## src/rtl/button_pkg.sv

```systemverilog
// Shared event type and default sizing for the button event path.
package button_pkg;

  localparam int unsigned BtnIdxW          = 3;
  localparam int unsigned DefaultTickDiv   = 100000;
  localparam int unsigned DefaultFifoDepth = 4;

  typedef struct packed {
    logic [BtnIdxW-1:0] btn;
    logic               press;
  } evt_t;

endpackage

```

## src/rtl/event_fifo.sv

```systemverilog
// Synchronous event queue; push is ignored when full, pop is ignored when empty.
module event_fifo
  import button_pkg::*;
#(
  parameter int unsigned DEPTH = DefaultFifoDepth,
  localparam int unsigned PtrW = $clog2(DEPTH),
  localparam int unsigned CntW = PtrW + 1
) (
  input  logic            clk,
  input  logic            rst,
  input  logic            push,
  input  evt_t            din,
  input  logic            pop,
  output evt_t            dout,
  output logic            full,
  output logic            empty,
  output logic [CntW-1:0] count
);

  evt_t            mem [DEPTH];
  logic [PtrW-1:0] wr_q, rd_q;
  logic [CntW-1:0] cnt_q;
  logic            do_push, do_pop;

  assign full    = (cnt_q == CntW'(DEPTH));
  assign empty   = (cnt_q == '0);
  assign count   = cnt_q;
  assign do_push = push && !full;
  assign do_pop  = pop && !empty;
  assign dout    = mem[rd_q];

  always_ff @(posedge clk) begin
    if (rst) begin
      wr_q  <= '0;
      rd_q  <= '0;
      cnt_q <= '0;
    end else begin
      if (do_push) wr_q <= wr_q + 1'b1;
      if (do_pop)  rd_q <= rd_q + 1'b1;
      unique case ({do_push, do_pop})
        2'b10:   cnt_q <= cnt_q + 1'b1;
        2'b01:   cnt_q <= cnt_q - 1'b1;
        default: cnt_q <= cnt_q;
      endcase
    end
  end

  // Storage is not reset; the read side is qualified by the occupancy count.
  always_ff @(posedge clk) begin
    if (do_push) mem[wr_q] <= din;
  end

endmodule

```

## src/rtl/button_event_arbiter.sv

```systemverilog
// Debounce tick generator plus round-robin arbiter that turns per-button
// rise/fall pulses into an ordered event queue.
module button_event_arbiter
  import button_pkg::*;
#(
  parameter int unsigned N_BTN      = 4,
  parameter int unsigned TICK_DIV   = DefaultTickDiv,
  parameter int unsigned FIFO_DEPTH = DefaultFifoDepth
) (
  input  logic                     clk,
  input  logic                     rst,
  output logic                     dbt,
  input  logic [N_BTN-1:0]         rise,
  input  logic [N_BTN-1:0]         fall,
  output logic                     evt_valid,
  input  logic                     evt_ready,
  output logic [$clog2(N_BTN)-1:0] evt_btn,
  output logic                     evt_press,
  output logic                     overflow,
  input  logic                     ovf_clr
);

  localparam int unsigned NSrc  = 2 * N_BTN;
  localparam int unsigned SrcW  = $clog2(NSrc);
  localparam int unsigned BtnW  = $clog2(N_BTN);
  localparam int unsigned TickW = $clog2(TICK_DIV);
  localparam int unsigned CntW  = $clog2(FIFO_DEPTH) + 1;

  logic [TickW-1:0] tick_q;
  logic [NSrc-1:0]  pend_q, pend_d, pulse, gnt_oh;
  logic [SrcW-1:0]  rr_q, rr_d, gnt_idx;
  logic             gnt_valid, drop, ovf_q, ovf_d;
  evt_t             push_evt, head_evt;
  logic             fifo_full, fifo_empty;
  logic [CntW-1:0]  fifo_count;

  assign dbt = (tick_q == TickW'(TICK_DIV - 1));

  // Source s = 2*btn + dir, dir 1 = rise.
  always_comb begin
    pulse = '0;
    for (int unsigned b = 0; b < N_BTN; b++) begin
      pulse[2*b]   = fall[b];
      pulse[2*b+1] = rise[b];
    end
  end

  always_comb begin
    int unsigned idx;
    gnt_valid = 1'b0;
    gnt_idx   = '0;
    idx       = 0;
    if (!fifo_full) begin
      for (int unsigned i = 0; i < NSrc; i++) begin
        idx = int'(rr_q) + i;
        if (idx >= NSrc) idx = idx - NSrc;
        if (!gnt_valid && pend_q[idx]) begin
          gnt_valid = 1'b1;
          gnt_idx   = SrcW'(idx);
        end
      end
    end
    gnt_oh = gnt_valid ? ({{(NSrc-1){1'b0}}, 1'b1} << gnt_idx) : '0;
  end

  always_comb begin
    pend_d = (pend_q & ~gnt_oh) | pulse;
    // A pulse on the source being granted this cycle is a fresh event, not a drop.
    drop   = |(pulse & pend_q & ~gnt_oh);
    ovf_d  = drop ? 1'b1 : (ovf_clr ? 1'b0 : ovf_q);
    rr_d   = rr_q;
    if (gnt_valid) rr_d = (gnt_idx == SrcW'(NSrc - 1)) ? '0 : gnt_idx + 1'b1;
    push_evt.btn   = BtnIdxW'(gnt_idx[SrcW-1:1]);
    push_evt.press = gnt_idx[0];
  end

  always_ff @(posedge clk) begin
    if (rst) begin
      tick_q <= '0;
      pend_q <= '0;
      rr_q   <= '0;
      ovf_q  <= 1'b0;
    end else begin
      tick_q <= dbt ? '0 : tick_q + 1'b1;
      pend_q <= pend_d;
      rr_q   <= rr_d;
      ovf_q  <= ovf_d;
    end
  end

  event_fifo #(
    .DEPTH (FIFO_DEPTH)
  ) u_fifo (
    .clk   (clk),
    .rst   (rst),
    .push  (gnt_valid),
    .din   (push_evt),
    .pop   (evt_ready),
    .dout  (head_evt),
    .full  (fifo_full),
    .empty (fifo_empty),
    .count (fifo_count)
  );

  assign evt_valid = (fifo_count != '0);
  assign evt_btn   = fifo_empty ? '0 : head_evt.btn[BtnW-1:0];
  assign evt_press = fifo_empty ? 1'b0 : head_evt.press;
  assign overflow  = ovf_q;

endmodule

```

## config.mk

```make
export PLATFORM = sky130hd
export DESIGN_NAME = button_event_arbiter
export DESIGN_NICKNAME = d
export VERILOG_FILES = /design/src/rtl/button_pkg.sv /design/src/rtl/event_fifo.sv /design/src/rtl/button_event_arbiter.sv
export SDC_FILE = /design/constraint.sdc
export NUM_CORES = 1
export LEC_CHECK = 0
export BUFFER_PORTS_ARGS = -buffer_cell sky130_fd_sc_hd__buf_2
export CORE_AREA = 3 3 91 84
export CTS_CLUSTER_DIAMETER = 30
export DETAILED_ROUTE_END_ITERATION = 8
export DIE_AREA = 0 0 94 87
export HOLD_SLACK_MARGIN = 0.1
export PLACE_DENSITY = 0.7
export SETUP_SLACK_MARGIN = 0.15
export SLEW_MARGIN = 20
export SYNTH_ARGS = -nofsm -noshare
export SYNTH_HDL_FRONTEND = slang
export SYNTH_SLANG_ARGS = --single-unit
export TNS_END_PERCENT = 1
```

## constraint.sdc

```tcl
create_clock -name clk -period 5 [get_ports clk]
set_clock_uncertainty 0.15 [all_clocks]
set_input_delay 1.25 -clock clk [delete_from_list [all_inputs] [get_ports clk]]
set_output_delay 1.25 -clock clk [all_outputs]
set_load 0.005 [all_outputs]
```

==> qor.yml, run 1 <==
drt_pass1_iterations: 4
max_cap_violations: 0
grt_use_total_pct: 17.9
critPathMaxFanout: 11
fin_crit_sh_pct: 89.7
ir_worst_vdd_v: 0.000270
synthesis.nets: 386
grt_overflow: 0
tightest_slew_ns: 0.660
leakage_nw: 1.40
tritoncts: "done"
drive_above_1_share_pct: 15.0
dieHeight_um: 87
ys.flop_type: "dfxtp_1"
core_sq_um: 6660
grt_start_max_net_pins: 26
synth_edf_count: 12
instances_no_fill: 457
grt_pass1_wl_um: 11700
rows: 28
synth_common_cells: "nor2_1, dfxtp_1, nand2_1"
nets: 394
synth_cell_types: 58
synth_area_leaders: "dfxtp_1, edfxtp_1, mux4_2"
cts_buffer_depth: 2
clkSlewWorstSetupHoldPaths_ns: 0.08
initial_core_util_pct: 50.2
pin_count: 18
cellPowerDensity_nw_per_um2: 684
synth_top_area_share_pct: 22.8
hold_buffers: 0
synthCells: 359
cts.sinks: 50
numPortBuffers: 17
vias_per_cell: 5.66
yosysTopAreaCell: "dfxtp_1"
antenna_cells: 0
rsz0062_at_grt: "false"
timing.final.hold_violations: 0
die_x_um: 94
die-area_sq_um: 8180
relSlewSlack_pct: 55.9
slew_viol_final: 0
ant_nets: 0
gp_congestion: 0.913
initialDrtViolationCount: 268
setup_viol: 0
end_kind: "flop"
place_inst: 450
fin_crit_ns: 4.48
synthArstFlopShare_pct: 0
fin_tns_setup_ns: 0
cts_buffers: 5
start_kind: "flop"
dpl.hpwl_um: 5000
ys_seq_area_share_pct: 33.6
route.detailed.drc: 0
required_ns: 5.02
wl_um: 6930
cts_root_buf: "clkbuf_8"
area_growth_pct: 6.59
outcome: "completed"
post_drt_wl_per_cell_um: 15.2
grt_pass1_vias: 2364
post-route-util_pct: 53.5
crit_type: "reg -> reg"
netlist_area_sq_um: 3340
critPathArrivalTime_ns: 4.51
synth-warning-count: 0
setup_slack_ns: 0.517
avgSynthCellArea_sq_um: 9.31
whs_ns: 0.322
clock_latency_ns: 0.30
vias: 2588
fillers: 622
min_path_type: "reg -> reg"
pre_cts_slack_ns: 0.449
post-synth-top-count-cell: "nor2_1"
fmax_mhz: 223
htreeDepth: 2
antenna_found_initial: 0
ys_seq_elements: 50
-- state kept, by name, indices dropped and copies added (netlist names), named ones only --
name / count
overflow: 1
pend_q: 8
rr_q: 3
tick_q: 17
u_fifo.count: 3
u_fifo.mem: 12
u_fifo.rd_q: 2
u_fifo.wr_q: 2
-- critical path, stage by stage (launching register included) --
cell,delay (ns)
dfxtp_1,0.33
inv_1,0.09
ha_2,0.52
mux4_2,0.60
mux2_4,0.31
a211o_1,0.30
nor3_4,0.19
nand2_1,0.13
mux2_2,0.27
a31oi_1,0.13
buf_4,0.17
ha_1,0.17
ha_1,0.16
nand2_1,0.06
a31oi_1,0.16
o21ai_0,0.09
a21oi_1,0.12
o31ai_1,0.09
a311oi_1,0.20
a21oi_1,0.09
-- per-layer routing --
| layer | track usage, % | part of all wire, % | vias to the layer above |
|---|---|---|---|
| met5 | 0 | 0 | - |
| met1 | 27.3 | 49 | 1199 |
| met3 | 3.28 | 7.7 | 5 |
| met4 | 4.20 | 0.55 | 0 |
| li1 | - | - | 1290 |
| met2 | 26.0 | 43 | 94 |
-- placed cells by master (no fill, tap or decap), drive strengths merged, types with 2 or more instances in the layout --
| cell | count |
|---|---|
| dfxtp | 38 |
| a32oi | 2 |
| o221ai | 3 |
| a211o | 2 |
| nand3 | 12 |
| mux2 | 5 |
| nand2 | 25 |
| o22ai | 2 |
| a21oi | 20 |
| or2 | 3 |
| a21boi | 2 |
| a211oi | 3 |
| a221oi | 3 |
| inv | 24 |
| xnor2 | 11 |
| o31ai | 2 |
| mux2i | 14 |
| xor2 | 9 |
| buf | 22 |
| or3 | 6 |
| clkbuf | 7 |
| and2 | 11 |
| and3 | 2 |
| nor2 | 47 |
| nor3 | 8 |
| o21ai | 13 |
| mux4 | 15 |
| nand4 | 3 |
| nand3b | 3 |
| edfxtp | 12 |
| ha | 14 |
| a31oi | 3 |
| nand2b | 7 |
-- report_power, final --
part | internal [mW] | total (mW) | switching [mW]
Sequential | 0.571 | 0.672 | 0.101
Clock | 0.110 | 0.234 | 0.124
Combinational | 0.674 | 1.53 | 0.855
-- final cells by class --
cell class	count	area, sq um	area share [%]
multi-input combinational	264	2030	57.0
timing repair buffer	22	123	3.44
tap	90	113	3.16
sequential	50	1120	31.5
inverter	24	90.1	2.53
clock buffer	7	86.3	2.42
-- metrics by stage --
step	total power [mW]	area, sq um
finish	2.43	3560
global route	2.63	3560
CTS	2.43	3560
detailed placement	2.18	3470
global placement	2.16	3470
floorplan	1.84	3340
-- repair_timing --
| action | in CTS | in global routing |
|---|---|---|
| hold endpoints to repair | 0 | 0 |
| setup buffers | 0 | 0 |
| endpoints found under the setup margin | 0 | 1 |
| gates resized for setup | 0 | 1 |
-- cells by family (layout without fill, tap and decap cells) --
family                   Yosys count  after routing  share of synthesized area (%)
AND/OR/NAND/NOR                  131            131                           19.2
AO/OA/AOI/OAI                     64             64                           13.8
flip-flops                        50             50                           33.6
buffers and inverters             45             53                           5.81
multiplexers                      34             34                           16.6
XOR/XNOR                          20             20                           5.24
adder cells (fa/ha/maj)           15             15                           5.84
-- path summary, 6_finish.rpt --
check,start,end,slack [ns],cells past startpoint
worst min register to register,tick_q[0],tick_q[0],0.32,1
worst max register to register,rr_q[1],overflow,0.52,19
worst min-delay path,tick_q[0],tick_q[0],0.32,1
worst max-delay path,rr_q[1],overflow,0.52,19
Note: power is estimated with default switching activity, not from simulation.
==> inputs of run 2 (changes only) <==
--- a/config.mk
+++ b/config.mk
@@ -8,10 +8,11 @@
 export BUFFER_PORTS_ARGS = -buffer_cell sky130_fd_sc_hd__buf_2
 export CORE_AREA = 3 3 91 84
 export CTS_CLUSTER_DIAMETER = 30
+export CTS_CLUSTER_SIZE = 30
 export DETAILED_ROUTE_END_ITERATION = 8
 export DIE_AREA = 0 0 94 87
 export HOLD_SLACK_MARGIN = 0.1
-export PLACE_DENSITY = 0.7
+export PLACE_DENSITY = 0.73
 export SETUP_SLACK_MARGIN = 0.15
 export SLEW_MARGIN = 20
 export SYNTH_ARGS = -nofsm -noshare
==> qor.yml, run 2 (synthesized netlist as in run 1, its figures left out) <==
outcome: "completed"
relSlewSlack_pct: 57.8
tritoncts: "done"
area_growth_pct: 6.70
initialDrtViolationCount: 237
ir_worst_vdd_v: 0.000300
wl_um: 6950
post_drt_wl_per_cell_um: 15.2
slew_viol_final: 0
max_stage_delay_ns: 0.57
die_x_um: 94
cts_setup_buffers: 0
path_cells: "inv_1, ha_4, mux4_2, mux2_4, a211o_1, nor3_4, nand2_1, mux2_2, a31oi_1, buf_4, ha_1, ha_1, nand2_1, a31oi_1, o21ai_0, a21oi_1, o31ai_1, a311oi_1, a21oi_1"
die-area_sq_um: 8180
required_ns: 5.02
fin_crit_ns: 4.55
setup_viol: 0
pin_count: 18
vias_per_cell: 5.82
clkSlewWorstSetupHoldPaths_ns: 0.08
timing.final.hold_violations: 0
largest-register: "tick_q"
drt_pass1_iterations: 5
grt_use_total_pct: 18.2
r2r_cells: 19
leakage_nw: 1.39
hold_buffers: 0
fin_crit_sh_pct: 90.9
nets: 393
cts_root_buf: "clkbuf_8"
r2r_setup_slack_ns: 0.45
reg2reg_to: "overflow"
min_path_type: "reg -> reg"
end_kind: "flop"
grt_pass1_vias: 2531
critPathMaxFanout: 11
largest_register_ffs: 17
instances_no_fill: 457
startpoint: "rr_q[1]"
hold_depth: 1
rows: 28
layout_common_cells: "nor2_1, dfxtp_1, nand2_1, inv_1, a21oi_1"
cp_slowest_cell: "mux4_2"
cts_buffers: 5
cts.sinks: 50
crit_type: "reg -> reg"
cellPowerDensity_nw_per_um2: 683
final_common_cell: "nor2_1"
cts_buffer_depth: 2
initial_core_util_pct: 50.2
largestRegisters: "tick_q (17), u_fifo.mem (12), pend_q (8)"
endpoint: "overflow"
rsz0062_at_grt: "false"
whs_ns: 0.319
dpl.hpwl_um: 5070
r2r-start: "rr_q[1]"
fin_tns_setup_ns: 0
clock_latency_ns: 0.29
start_kind: "flop"
tightest_slew_ns: 0.633
ant_nets: 0
grt_start_max_net_pins: 26
fillers: 615
vias: 2660
drive_above_1_share_pct: 14.7
crit_family: "compound AO/OA/AOI/OAI gates"
max_cap_violations: 0
path_buf_inv: 2
dieHeight_um: 87
core_sq_um: 6660
gp_congestion: 0.871
critical_path_depth: 19
route.detailed.drc: 0
grt_pass1_wl_um: 12000
fmax_mhz: 220
antenna_cells: 0
htreeDepth: 2
place_inst: 449
numPortBuffers: 17
cts_resized: 0
critPathArrivalTime_ns: 4.57
antenna_found_initial: 0
grt_overflow: 0
-- run 2: cell count changes in the layout (fill, tap and decap cells not counted) --
cell,change
a41oi_2,+1
clkbuf_8,-1
clkbuf_1,+2
buf_4,-1
a41oi_1,-1
ha_4,+1
ha_2,-1
-- run 2: where the power goes --
group | total, mW | internal [mW] | leakage, nW | switching, mW
registers | 0.668 | 0.571 | 0.426 | 0.0976
logic | 1.55 | 0.676 | 0.924 | 0.871
clock network | 0.221 | 0.0996 | 0.0395 | 0.121
-- run 2: layout make-up --
type	count	area, sq um	area share [%]
Tap cell	90	113	3.16
Inverter	24	90.1	2.53
Sequential cell	50	1120	31.4
Clock buffer	8	80.1	2.25
Multi-Input combinational cell	264	2050	57.4
Timing Repair Buffer	21	115	3.23
-- run 2: per-layer routing --
metal / track usage (%) / vias to the layer above / wire [um]
met3: 4.24 / 9 / 561
met2: 27.9 / 91 / 3070
met1: 26.1 / 1270 / 3220
met5: 0 / - / 0
li1: - / 1290 / -
met4: 4.59 / 0 / 99
-- run 2: worst min-delay path by stage --
| stage | startpoint | to |
|---|---|---|
| 3_5_place_dp | tick_q[0] | tick_q[0] |
| 4_1_cts | tick_q[0] | tick_q[0] |
| 3_3_place_gp | tick_q[0] | tick_q[0] |
| 6_report | tick_q[0] | tick_q[0] |
| 2_1_floorplan | tick_q[0] | tick_q[0] |
| 5_1_grt | tick_q[0] | tick_q[0] |
-- run 2: through the flow --
step                power, mW  area, sq um  util, %  setup WS [ns]
finish                   2.44         3560     53.6          0.455
global route             2.65         3560     53.6          0.181
CTS                      2.41         3540     53.3          0.178
detailed placement       2.18         3460     52.0          0.194
global placement         2.15         3460     52.0          0.389
floorplan                1.84         3340        -          0.315
